==> config.mk <==
export PLATFORM = sky130hd
export DESIGN_NAME = platform_line_renderer
export DESIGN_NICKNAME = d
export VERILOG_FILES = /design/src/rtl/platform_pkg.sv /design/src/rtl/plat_line_buffer.sv /design/src/rtl/platform_line_renderer.sv
export SDC_FILE = /design/constraint.sdc
export NUM_CORES = 1
export LEC_CHECK = 0
export BUFFER_PORTS_ARGS = -buffer_cell sky130_fd_sc_hd__clkbuf_2
export CELL_PAD_IN_SITES_DETAIL_PLACEMENT = 0
export CELL_PAD_IN_SITES_GLOBAL_PLACEMENT = 1
export CORE_UTILIZATION = 45
export CTS_CLUSTER_SIZE = 28
export DETAILED_ROUTE_END_ITERATION = 8
export PLACE_DENSITY_LB_ADDON = 0.1
export REMOVE_ABC_BUFFERS = 1
export SETUP_SLACK_MARGIN = 0.02
export SLEW_MARGIN = 20
export SYNTH_ARGS = -nofsm -noshare
export SYNTH_HDL_FRONTEND = slang
export SYNTH_SLANG_ARGS = --single-unit
==> constraint.sdc <==
create_clock -name Clk -period 5.45 [get_ports Clk]
set_input_delay 0.2725 -clock Clk [delete_from_list [all_inputs] [get_ports Clk]]
set_output_delay 0.2725 -clock Clk [all_outputs]
set_load 0.01 [all_outputs]
==> src/rtl/platform_pkg.sv <==
// Shared constants and types for the platform line renderer.
// PLATFORM_TEXTURE_EN adds the per-entry row field used for texture addressing.
package platform_pkg;

    localparam int unsigned NUM_SLOTS    = 7;
    localparam int unsigned MAX_PER_LINE = 4;
    localparam int unsigned PLAT_W       = 60;
    localparam int unsigned PLAT_H       = 16;
    localparam int unsigned SCREEN_W     = 640;

    localparam int unsigned IDX_W = 3;
    localparam int unsigned ENT_W = $clog2(MAX_PER_LINE);
    localparam int unsigned CNT_W = $clog2(MAX_PER_LINE + 1);

    typedef struct packed {
        logic [9:0] x;
        logic [9:0] y;
        logic       active;
    } plat_slot_t;

    typedef struct packed {
        logic       valid;
        logic [9:0] x;
`ifdef PLATFORM_TEXTURE_EN
        logic [3:0] row;
`endif
    } line_entry_t;

    typedef enum logic [1:0] {
        IDLE,
        REQ,
        DONE
    } render_state_t;

endpackage

==> src/rtl/plat_line_buffer.sv <==
// Scan/display double buffer: hits append into the scan side during blanking,
// and a new scan either promotes the scan side to display or empties the display.
module plat_line_buffer
    import platform_pkg::*;
(
    input  logic                            clk,
    input  logic                            rst_n,
    input  logic                            start,
    input  logic                            keep,
    input  logic                            append,
    input  line_entry_t                     entry,
    output line_entry_t [MAX_PER_LINE-1:0]  disp,
    output logic                            overflow
);

    line_entry_t [MAX_PER_LINE-1:0] scan;
    logic [CNT_W-1:0]               count;

    always_ff @(posedge clk or negedge rst_n) begin
        if (!rst_n) begin
            scan     <= '0;
            disp     <= '0;
            count    <= '0;
            overflow <= 1'b0;
        end else if (start) begin
            // An aborted scan leaves a partial buffer, so the display line goes blank instead.
            if (keep) begin
                disp <= scan;
            end else begin
                disp <= '0;
            end
            scan  <= '0;
            count <= '0;
        end else if (append) begin
            if (count < CNT_W'(MAX_PER_LINE)) begin
                scan[count[ENT_W-1:0]] <= entry;
                count                  <= count + 1'b1;
            end else begin
                overflow <= 1'b1;
            end
        end
    end

endmodule

==> src/rtl/platform_line_renderer.sv <==
// Scans the platform slot table each blanking period and draws the hits on the next line.
// Build option: PLATFORM_TEXTURE_EN enables the {row,col} texture ROM address.
module platform_line_renderer
    import platform_pkg::*;
(
    input  logic        Clk,
    input  logic        Reset_n,
    input  logic        line_start,
    input  logic [9:0]  line_y,
    input  logic [9:0]  DrawX,
    input  logic        draw_en,
    output logic        tbl_req,
    output logic [2:0]  tbl_idx,
    input  logic        tbl_ack,
    input  logic [9:0]  tbl_x,
    input  logic [9:0]  tbl_y,
    input  logic        tbl_active,
    output logic        is_platform,
    output logic [9:0]  plat_rom_addr,
    output logic        scan_abort,
    output logic        overflow
);

    render_state_t state, state_nxt;
    logic          req_nxt;
    logic [2:0]    idx_nxt;
    logic [9:0]    line_r, line_nxt;
    logic          abort_nxt;
    logic          buf_start, buf_keep, buf_append;

    plat_slot_t                     slot;
    line_entry_t                    new_entry;
    line_entry_t [MAX_PER_LINE-1:0] disp;
    logic [10:0]                    d;
    logic                           row_hit;

    assign slot    = '{x: tbl_x, y: tbl_y, active: tbl_active};
    // Borrow out of the 11-bit difference means the slot lies below the line: no wrap.
    assign d       = {1'b0, line_r} - {1'b0, slot.y};
    assign row_hit = slot.active && !d[10] && (d[9:0] < 10'(PLAT_H));

    always_comb begin
        new_entry       = '0;
        new_entry.valid = 1'b1;
        new_entry.x     = slot.x;
`ifdef PLATFORM_TEXTURE_EN
        new_entry.row   = d[3:0];
`endif
    end

    always_ff @(posedge Clk or negedge Reset_n) begin
        if (!Reset_n) begin
            state      <= IDLE;
            tbl_req    <= 1'b0;
            tbl_idx    <= '0;
            line_r     <= '0;
            scan_abort <= 1'b0;
        end else begin
            state      <= state_nxt;
            tbl_req    <= req_nxt;
            tbl_idx    <= idx_nxt;
            line_r     <= line_nxt;
            scan_abort <= abort_nxt;
        end
    end

    always_comb begin
        state_nxt  = state;
        req_nxt    = tbl_req;
        idx_nxt    = tbl_idx;
        line_nxt   = line_r;
        abort_nxt  = scan_abort;
        buf_start  = 1'b0;
        buf_keep   = 1'b0;
        buf_append = 1'b0;
        if (line_start) begin
            buf_start = 1'b1;
            buf_keep  = (state != REQ);
            abort_nxt = scan_abort | (state == REQ);
            line_nxt  = line_y;
            idx_nxt   = '0;
            req_nxt   = 1'b1;
            state_nxt = REQ;
        end else begin
            case (state)
                IDLE: state_nxt = IDLE;
                REQ: begin
                    // The request drops for one cycle after each ack so every slot is a fresh handshake.
                    if (tbl_req && tbl_ack) begin
                        buf_append = row_hit;
                        req_nxt    = 1'b0;
                        if (tbl_idx == IDX_W'(NUM_SLOTS - 1)) begin
                            state_nxt = DONE;
                        end else begin
                            idx_nxt = tbl_idx + 3'd1;
                        end
                    end else begin
                        req_nxt = 1'b1;
                    end
                end
                DONE:    state_nxt = IDLE;
                default: state_nxt = IDLE;
            endcase
        end
    end

    plat_line_buffer u_buf (
        .clk      (Clk),
        .rst_n    (Reset_n),
        .start    (buf_start),
        .keep     (buf_keep),
        .append   (buf_append),
        .entry    (new_entry),
        .disp     (disp),
        .overflow (overflow)
    );

    logic [MAX_PER_LINE-1:0] in_span;
    logic                    pix_hit;
`ifdef PLATFORM_TEXTURE_EN
    logic [10:0]             col [MAX_PER_LINE];
    logic [9:0]              pix_addr;

    always_comb begin
        in_span = '0;
        for (int unsigned e = 0; e < MAX_PER_LINE; e++) begin
            col[e]     = {1'b0, DrawX} - {1'b0, disp[e].x};
            in_span[e] = !col[e][10] && (col[e][9:0] < 10'(PLAT_W));
        end
    end
`else
    always_comb begin
        in_span = '0;
        for (int unsigned e = 0; e < MAX_PER_LINE; e++) begin
            in_span[e] = (DrawX >= disp[e].x) &&
                         ({1'b0, DrawX} < ({1'b0, disp[e].x} + 11'(PLAT_W)));
        end
    end
`endif

    // Lowest buffer entry wins where platforms overlap.
    always_comb begin
        pix_hit = 1'b0;
`ifdef PLATFORM_TEXTURE_EN
        pix_addr = '0;
`endif
        for (int unsigned e = 0; e < MAX_PER_LINE; e++) begin
            if (!pix_hit && draw_en && (DrawX < 10'(SCREEN_W)) && disp[e].valid && in_span[e]) begin
                pix_hit = 1'b1;
`ifdef PLATFORM_TEXTURE_EN
                pix_addr = {disp[e].row, col[e][5:0]};
`endif
            end
        end
    end

    always_ff @(posedge Clk or negedge Reset_n) begin
        if (!Reset_n) begin
            is_platform <= 1'b0;
        end else begin
            is_platform <= pix_hit;
        end
    end

`ifdef PLATFORM_TEXTURE_EN
    always_ff @(posedge Clk or negedge Reset_n) begin
        if (!Reset_n) begin
            plat_rom_addr <= '0;
        end else begin
            plat_rom_addr <= pix_addr;
        end
    end
`else
    assign plat_rom_addr = '0;
`endif

endmodule
==> metrics.txt <==
outcome finished clean; Cell Int Power 1.23 mW; CP Buf/Inv Count 1; GRT Util Overall 22.4%; Hold Path Stages 3; Sw Pwr 0.466 mW; share of layout cells above drive strength 1 12.7%; DR pass1 iterations 4; largest net degree at the start of global routing 76; Async S/R FF share, synth 100%; CP max stage delay 0.56 ns; Tcrit/Tclk final 56.3%; clock skew 0.00833 ns; CP endpoint kind register; Post-Syn Instances 711; clk slew on worst S/H paths 0.07 ns; Non-Filler Instances 950; RSZ-0062 raised after global routing no; post-synthesis sequential area ratio 39.6%; fillers 1,450; Leakage 3.88 nW; sequential share of power 49.0%; GPL Wtd Cong 0.874; Sum Neg Setup Slack 0 ns; Hold WC Path Type in -> reg; Synth Area in XOR/XNOR 3.40%; pwr/cell area 223 nW/um2; DR WL/cell 17.4 um; Site Rows 45; VDD IR max 0.000127 V; DIE WIDTH 126 um; dpl cells 933; Slew HR 36.7%; initial antenna violation count 0; H-tree depth 3; crit path kind reg -> reg; CP required 5.71 ns; first-pass GRT wire length 27.7 mm; drt drc 0; ys flop type dfrtp_1; critical-path maximum fanout 11; CTS resizes 0; Final #Nets 894; Clock Root Buffer clkbuf_16; mux share of post-synthesis cell area 7.97%; Post-Route WL 16.6 mm; die height 126 um; Ports 63; Tot Pwr 1.69 mW; Clk pwr share 37.1%; Crit. path cell count 8; synth warn 0; worst-skew pair later-pin latency 0.36 ns; post-synthesis simple-gate area fraction 13.2%; CP Cell Sequence ha_1 > inv_1 > a32oi_1 > o2111ai_1 > or4_4 > nor3_4 > nand4b_2 > mux2i_1; #FFs+latches synth 110; synthesis-to-finish area growth 9.54%; R2R cell count 8; initial core utilization 45.9%; worst slew pin tran 0.950 ns; Post-synth EDFFs 0; Avg Cell Area, Syn 9.78 um2; slowest stage cell on the critical path or4_4; Comb pwr share 13.8%; fin crit period 3.07 ns; area occupied by multi-input gates 3820 um2; Netlist Area Pre-Place 6950 um2; fin worst setup slack 2.38 ns; WP data arrival 3.33 ns; vias in the first global route 5,367; CTS buffer count 9; largest family of logic cells by synthesized area adder cells; Final Max Slew Viols 0; pre-CTS setup slack 2.38 ns; total via count in the routed design 5,216; area of the die 15,900 um2; Max Clk Rate 0.326 GHz; vias per cell 5.49; Sw Ratio 27.5%; # diodes 0; CP startpoint kind register; Compound-Gate Fraction of Synth Area 13.5%; Setup-failing EPs final 0; most common cell after layout, fill and taps aside nand2_1; area of the core 15,100 um2; most frequent cells in the layout 112 x nand2_1, 110 x dfrtp_1, 91 x ha_1; Final Hold Viols 0; Post-Synth Adder-Cell Area 16.4%; TritonCTS clock tree yes; Yosys cell types 57; clk buf depth 2; Max-Cap Viols 0; antenna-violating nets left 0; clk sink count 110; CP delay by family, top simple AND/OR/NAND/NOR gates; DP HPWL 12.0 mm; gr ovfl total 0; FF+latch area 2750 um2; Port Buffers 52; initial DRC count 332
## worst reg2reg max path: cells and delay by family (launching register included)
kind                     cells  cell delay, ns
AO/OA/AOI/OAI                2            0.36
adder cells (fa/ha/maj)      1            0.36
buffers and inverters        1            0.10
flip-flops                   1            0.39
multiplexers                 1            0.33
AND/OR/NAND/NOR              3            1.44
## final cells by class
| class | instances | share of cell area, % |
|---|---|---|
| timing repair buffer | 57 | 3.98 |
| sequential | 110 | 36.2 |
| tap | 188 | 3.09 |
| clock buffer | 10 | 3.01 |
| clock inverter | 6 | 0.575 |
| multi-input combinational | 519 | 50.2 |
| inverter | 60 | 2.96 |
## registers in the layout, indices dropped and copies added (netlist names)
signal,cells
u_buf.scan,44
line_r,10
u_buf.overflow,1
u_buf.disp,44
is_platform,1
tbl_idx,3
u_buf.count,3
tbl_req,1
scan_abort,1
state,2
## cell families (layout without fill, tap and decap cells)
family | Yosys count | in the layout
xor gates and xnor gates | 27 | 27
AOI/OAI and AO/OA | 149 | 149
muxes | 54 | 54
adders and majority gates | 91 | 91
buffers and inverters | 91 | 133
DFF | 110 | 110
other | 1 | 10
and+or+nand+nor | 188 | 188
## metrics by stage
step	instance area [um2]	util, %	hold slack [ns]
after floorplan	6800	-	-0.0231
after global placement	7330	48.4	0.263
after detailed placement	7330	48.4	0.266
after CTS	7610	50.3	0.127
after global routing	7610	50.3	0.145
final	7610	50.3	0.135
## power groups by stage
stage | logic, mW | registers, mW | clock network, mW
after global routing | 0.266 | 0.833 | 0.672
after global placement | 0.231 | 0.847 | 0
final | 0.234 | 0.831 | 0.629
after detailed placement | 0.236 | 0.847 | 0
after floorplan | 0.140 | 0.847 | 0
after CTS | 0.238 | 0.831 | 0.643
## final timing paths
path / start / slack (ns) / to
min in group asynchronous: Reset_n / 0.41 / u_buf.disp[8]
worst max-delay path: line_r[8] / 2.38 / u_buf.scan[2]
worst min-delay path: draw_en / 0.13 / is_platform
worst max register to register: line_r[8] / 2.38 / u_buf.scan[2]
max in group asynchronous: Reset_n / 3.72 / u_buf.disp[30]
worst min register to register: scan_abort / 0.46 / scan_abort
## what timing repair did
item / 4_1_cts / 5_1_grt
hold endpoints to repair: 35 / 0
hold buffers: 1 / 0
setup buffers: 0 / 0
## layer usage
metal	routed length, um	track usage, %
met1	8030	31.1
met2	7800	37.1
met3	549	3.02
met4	186	5.32
met5	0	0
## cell usage after synthesis (all sizes together), types with 2 or more instances
| cell | n | share of area [%] |
|---|---|---|
| inv | 60 | 3.2 |
| a22oi | 2 | 0.22 |
| buf | 15 | 1.8 |
| a311oi | 2 | 0.25 |
| dfrtp | 110 | 40 |
| o211ai | 6 | 0.65 |
| o2111ai | 3 | 0.38 |
| a22o | 8 | 1.0 |
| and3 | 7 | 0.65 |
| nor3b | 4 | 0.43 |
| a31o | 2 | 0.25 |
| nand3 | 12 | 0.86 |
| o31ai | 2 | 0.22 |
| nand2 | 112 | 6.0 |
| nor2 | 18 | 0.97 |
| a211o | 4 | 0.50 |
| xnor2 | 26 | 3.3 |
| a21oi | 29 | 2.1 |
| nand2b | 8 | 0.72 |
| a211oi | 6 | 0.65 |
| nor2b | 3 | 0.38 |
| nor3 | 6 | 0.59 |
| nand4b | 4 | 0.86 |
| clkbuf | 16 | 0.86 |
| mux2 | 11 | 1.8 |
| a31oi | 8 | 0.81 |
| a21o | 11 | 1.2 |
| nand4 | 7 | 0.63 |
| or3b | 2 | 0.25 |
| mux2i | 43 | 6.2 |
| ha | 91 | 16 |
| o21ai | 57 | 4.1 |
Power figures use the tool's default switching activity.
